===== config.mk =====
export PLATFORM = sky130hd
export DESIGN_NAME = player_move_ctrl
export DESIGN_NICKNAME = d
export VERILOG_FILES = /design/src/rtl/player_move_ctrl.sv
export SDC_FILE = /design/constraint.sdc
export NUM_CORES = 1
export LEC_CHECK = 0
export BUFFER_PORTS_ARGS = -buffer_cell sky130_fd_sc_hd__buf_4
export CAP_MARGIN = 30
export CORE_MARGIN = 4
export CORE_UTILIZATION = 35
export DETAILED_ROUTE_END_ITERATION = 6
export GPL_ROUTABILITY_DRIVEN = 0
export GPL_TIMING_DRIVEN = 0
export HOLD_SLACK_MARGIN = 0.05
export SETUP_SLACK_MARGIN = 0.5
export SYNTH_ARGS = -nofsm -noshare
export SYNTH_HDL_FRONTEND = slang
export SYNTH_SLANG_ARGS = --single-unit
export TNS_END_PERCENT = 5

===== constraint.sdc =====
create_clock -name Clk -period 3.8 [get_ports Clk]
set_input_delay 0.19 -clock Clk [delete_from_list [all_inputs] [get_ports Clk]]
set_output_delay 0.19 -clock Clk [all_outputs]
set_load 0.02 [all_outputs]

===== src/rtl/player_move_ctrl.sv =====
// Player movement controller: decodes W/A/S/D from four HID usage bytes,
// arbitrates a single active direction and emits frame-paced step pulses
// with a first step, a repeat delay and a steady auto-repeat rate.
module player_move_ctrl #(
  parameter int unsigned REPEAT_DELAY = 8,
  parameter int unsigned REPEAT_RATE  = 4
) (
  input  logic        Clk,
  input  logic        Reset,
  input  logic        frame_tick,
  input  logic [31:0] keycode,
  output logic [1:0]  dir,
  output logic        step,
  output logic        moving
);

  typedef enum logic [1:0] {
    IDLE,
    FIRST,
    DELAY,
    REPEAT
  } state_t;

  localparam logic [7:0] KEY_W = 8'h1A;
  localparam logic [7:0] KEY_A = 8'h04;
  localparam logic [7:0] KEY_S = 8'h16;
  localparam logic [7:0] KEY_D = 8'h07;

  state_t      state_q, state_d;
  logic [7:0]  cnt_q, cnt_d;
  logic [1:0]  dir_q, dir_d;
  logic        step_q, step_d;
  logic [3:0]  key_dec;
  logic [3:0]  held, held_q;
  logic [3:0]  new_press;
  logic [8:0]  cnt_inc;

  // Fixed priority W > A > S > D; bit index equals the direction code.
  function automatic logic [1:0] pick(input logic [3:0] v);
    if (v[0])      return 2'd0;
    else if (v[1]) return 2'd1;
    else if (v[2]) return 2'd2;
    else           return 2'd3;
  endfunction

  // Decode: any of the four slots may carry a key; duplicates merge.
  always_comb begin
    key_dec = '0;
    for (int unsigned i = 0; i < 4; i++) begin
      if (keycode[8*i +: 8] == KEY_W) key_dec[0] = 1'b1;
      if (keycode[8*i +: 8] == KEY_A) key_dec[1] = 1'b1;
      if (keycode[8*i +: 8] == KEY_S) key_dec[2] = 1'b1;
      if (keycode[8*i +: 8] == KEY_D) key_dec[3] = 1'b1;
    end
  end

  // Key sampling pipeline used for press-edge detection.
  always_ff @(posedge Clk) begin
    if (Reset) begin
      held   <= '0;
      held_q <= '0;
    end else begin
      held   <= key_dec;
      held_q <= held;
    end
  end

  assign new_press = held & ~held_q;
  assign cnt_inc   = {1'b0, cnt_q} + 9'd1;

  // State, counter and direction registers; step is registered here too.
  always_ff @(posedge Clk) begin
    if (Reset) begin
      state_q <= IDLE;
      cnt_q   <= '0;
      dir_q   <= '0;
      step_q  <= 1'b0;
    end else begin
      state_q <= state_d;
      cnt_q   <= cnt_d;
      dir_q   <= dir_d;
      step_q  <= step_d;
    end
  end

  // Arbitration first; a key change or release swallows a coincident tick.
  always_comb begin
    state_d = state_q;
    cnt_d   = cnt_q;
    dir_d   = dir_q;
    step_d  = 1'b0;
    if (new_press != '0) begin
      state_d = FIRST;
      cnt_d   = '0;
      dir_d   = pick(new_press);
    end else if (held == '0) begin
      state_d = IDLE;
      cnt_d   = '0;
    end else if (state_q == IDLE || !held[dir_q]) begin
      state_d = FIRST;
      cnt_d   = '0;
      dir_d   = pick(held);
    end else if (frame_tick) begin
      case (state_q)
        FIRST: begin
          step_d  = 1'b1;
          cnt_d   = '0;
          state_d = DELAY;
        end
        DELAY: begin
          if (cnt_inc == 9'(REPEAT_DELAY)) begin
            step_d  = 1'b1;
            cnt_d   = '0;
            state_d = REPEAT;
          end else begin
            cnt_d = cnt_inc[7:0];
          end
        end
        REPEAT: begin
          if (cnt_inc == 9'(REPEAT_RATE)) begin
            step_d = 1'b1;
            cnt_d  = '0;
          end else begin
            cnt_d = cnt_inc[7:0];
          end
        end
        default: begin
          state_d = IDLE;
          cnt_d   = '0;
        end
      endcase
    end
  end

  assign dir    = dir_q;
  assign step   = step_q;
  assign moving = (state_q != IDLE);

endmodule


==> impl_results.md <==
- Status: complete, no violations
- Reg2reg path depth: 8
- LEAKAGE: about 0.7 nW
- DRC errors left: 0
- Total grt overflow: 0
- Final ANT Viol Nets: 0
- Flops & latches, synth: 21
- Initial antenna violation count: 0
- Initial core utilization: 0.365
- Total power: 0.000440 W
- Final wirelength: between 3 and 4 mm
- Drt pass-1 iters: 4
- # H-tree levels: 1
- Total number of vias: around 1,500
- I/O Pins: 39
- Worst setup EP type: flip-flop
- First-pass GRT wire length: ~5.8 mm
- Clock skew: ~0.0026 ns
- Crit path launch type: flip-flop
- Crit path required time: 3.98 ns
- Pwr/cell area: between 200 and 250 nW/um^2
- Netlist cell types: between 50 and 60
- Final net count: 270
- Slew Viols, Final: 0
- Crit share post-route: 0.543
- Worst-margin pin slew: approximately 0.44 ns
- CTS Sinks: 21
- Critical path's largest stage delay: about 0.36 ns
- Worst-Skew Late Latency: ~0.27 ns
- Clk buf depth: 2
- Clk Tree Root Cell: clkbuf_8
- WHS: slightly above 0.08 ns
- Vias in the first global route: between 1,000 and 1,500
- Clock-pin slew on the worst setup and hold paths: 0.08 ns
- Post-Synthesis Cells: around 190
- M3 GR Usage: 0.0165
- Hold crit path type: input pin to flip-flop
- RR Startpoint: cnt_q[0]
- Post-CTS Hold Buffers: 0
- Fraction of registers with async set/reset: 0
- Hold Vio Cnt, Final: 0
- Yosys warns: 0
- Total track usage: 0.131
- CP Buf/Inv Count: 1
- CP startpoint: cnt_q[0]
- # rows: 23
- Final worst path period need: between 2 and 2.5 ns
- Layout cells sized above 1: 0.245
- CTS tree: built
- Dpl hpwl: roughly 2.7 mm
- Crit path max fanout: 7
- Reg2Reg Setup Slack: 1.74 ns
- GR Util met2: 0.207
- Average size of a mapped cell: roughly 7.9 sq um
- Synth Flop Type: dfxtp_1
- Wire length per cell: 12.3 microns
- Setup_tns: 0 ns
- Largest net degree at the start of global routing: 14
- Final setup viols: 0
- Die Area: around 5300 sq um
- Post-route cell area: ~1900 sq um
- Setup repair after global routing missed its margin: false
- Worst-path cell chain: ha_1 -> buf_2 -> and3_2 -> mux2i_2 -> and3b_1 -> a311oi_2 -> nor2_1 -> a211oi_1
- Die Width: approximately 73 microns
- Max cap viols: 0
- TritonCTS buffer count: 3
- Number of DRC markers in iteration 0: roughly 90
- DP Area: 1830 sq um
- Core Box Area: just over 4000 sq um
- Critical Path Stages: 8
- WP data arrival: 2.25 ns
- DR vias/cell: 5.30
- CTS resizes: 0
- Met1 GRT Util: 0.178
- GRT busiest layer: met2
- Synth-to-layout area growth: 26.8%
- Worst R2R End: state_q[0]
- Achievable frequency: 0.485 GHz
- Family with the most delay on the worst path: simple AND/OR/NAND/NOR gates
- Chip Height: roughly 73 microns
- Worst-case vdd ir drop: ~0.12 mV
- Relative slew slack: 0.707
- Seq/Total Area, Yosys: 0.284
- Critical-path top delay cell: dfxtp_1
- Cell Area, Synth: 1480 sq um
- Syn_nets: 227
- CP Class: flip-flop to flip-flop
- Port Buffers: 38
- Setup Buffers After CTS: 0
- Number of synthesized flops with an enable pin: 0
- Worst setup path end: state_q[0]
- Ant. Diodes: 0
## sequential cells by signal, summed over array words and instances, names as in the netlist
register,count
held_q,4
cnt_q,8
step,1
state_q,2
dir,2
held,4
## synthesized netlist by cell type, types with 2 or more instances
cell type	n	area share
nand3b_1	6	0.030
nor3b_1	4	0.020
or3_1	5	0.021
or2b_1	2	0.010
buf_6	2	0.015
a22oi_1	3	0.015
dfxtp_1	21	0.28
buf_2	2	0.0068
nor3_1	6	0.020
a31oi_1	6	0.025
clkbuf_1	3	0.0076
o21ai_0	7	0.024
nand3_1	6	0.020
nand2_1	19	0.048
ha_1	5	0.042
and2_1	2	0.0084
xnor2_1	2	0.012
nand4_1	4	0.017
nand2b_1	6	0.025
inv_1	5	0.013
nor2b_1	7	0.030
nor4b_1	2	0.012
a21oi_1	11	0.037
and3_1	2	0.0084
nor2_1	23	0.058
## logic make-up (layout without fill, tap and decap cells)
group | count (synthesis) | count (layout) | share of synthesized area
compound gates | 40 | 40 | 0.196
xor+xnor | 4 | 4 | 0.0287
simple gates | 101 | 101 | 0.366
fa+ha+maj | 5 | 5 | 0.0422
mux | 4 | 4 | 0.0414
flops | 21 | 21 | 0.284
buf+inv | 12 | 54 | 0.0422
## placed cells by master, fill, tap and decap left out, types with 2 or more instances in the layout
cell type   n
a21oi_1    11
a22oi_1     3
a31oi_1     6
and2_1      2
and3_1      2
buf_2       2
buf_4      38
buf_6       2
clkbuf_1    3
clkbuf_8    3
dfxtp_1    21
ha_1        5
inv_1       5
nand2_1    19
nand2b_1    6
nand3_1     6
nand3b_1    6
nand4_1     4
nor2_1     23
nor2b_1     7
nor3_1      6
nor3b_1     4
nor4b_1     2
o21ai_0     7
or2b_1      2
or3_1       5
xnor2_1     2
## report_power, final
part           leakage (nW)  switching [W]  internal [W]
sequential            0.169     0.00000200      0.000222
clock                0.0217      0.0000836     0.0000743
combinational         0.523      0.0000236     0.0000341
## per-layer routing
layer / routed length, microns / vias up
li1: - / 761
met1: 1630 / 676
met2: 1570 / 38
met3: 173 / 4
met4: 49 / 0
met5: 0 / -
## worst register-to-register path, stage by stage (launching register included)
cell,delay (ns)
dfxtp_1,0.36
ha_1,0.20
buf_2,0.16
and3_2,0.26
mux2i_2,0.19
and3b_1,0.20
a311oi_2,0.30
nor2_1,0.08
a211oi_1,0.22
## final cells by class
class	count	area [sq um]
Inverter	5	18.8
Buffer	7	43.8
Clock inverter	1	7.51
Multi-Input combinational cell	154	998
Tap cell	50	62.6
Timing Repair Buffer	38	285
Fill cell	399	2180
Clock buffer	3	41.3
Sequential cell	21	420
## through the flow
| stage | setup WS [ns] | util | instances |
|---|---|---|---|
| 6_report | 1.74 | 0.463 | 279 |
| 5_1_grt | 1.61 | 0.463 | 279 |
| 4_1_cts | 1.74 | 0.463 | 279 |
| 3_5_place_dp | 1.75 | 0.451 | 275 |
| 3_3_place_gp | 1.78 | 0.451 | 275 |
| 2_1_floorplan | 1.92 | - | 187 |
## worst min-delay path by stage
stage	from	to	slack, ns	cells past startpoint
finish	Reset	held_q[0]	0.08	2
global route	Reset	held_q[0]	0.08	2
CTS	Reset	held_q[0]	0.08	2
detailed placement	Reset	held_q[0]	0.37	2
global placement	Reset	held_q[0]	0.37	2
floorplan	Reset	held_q[0]	0.26	1
Power figures use the tool's default switching activity.
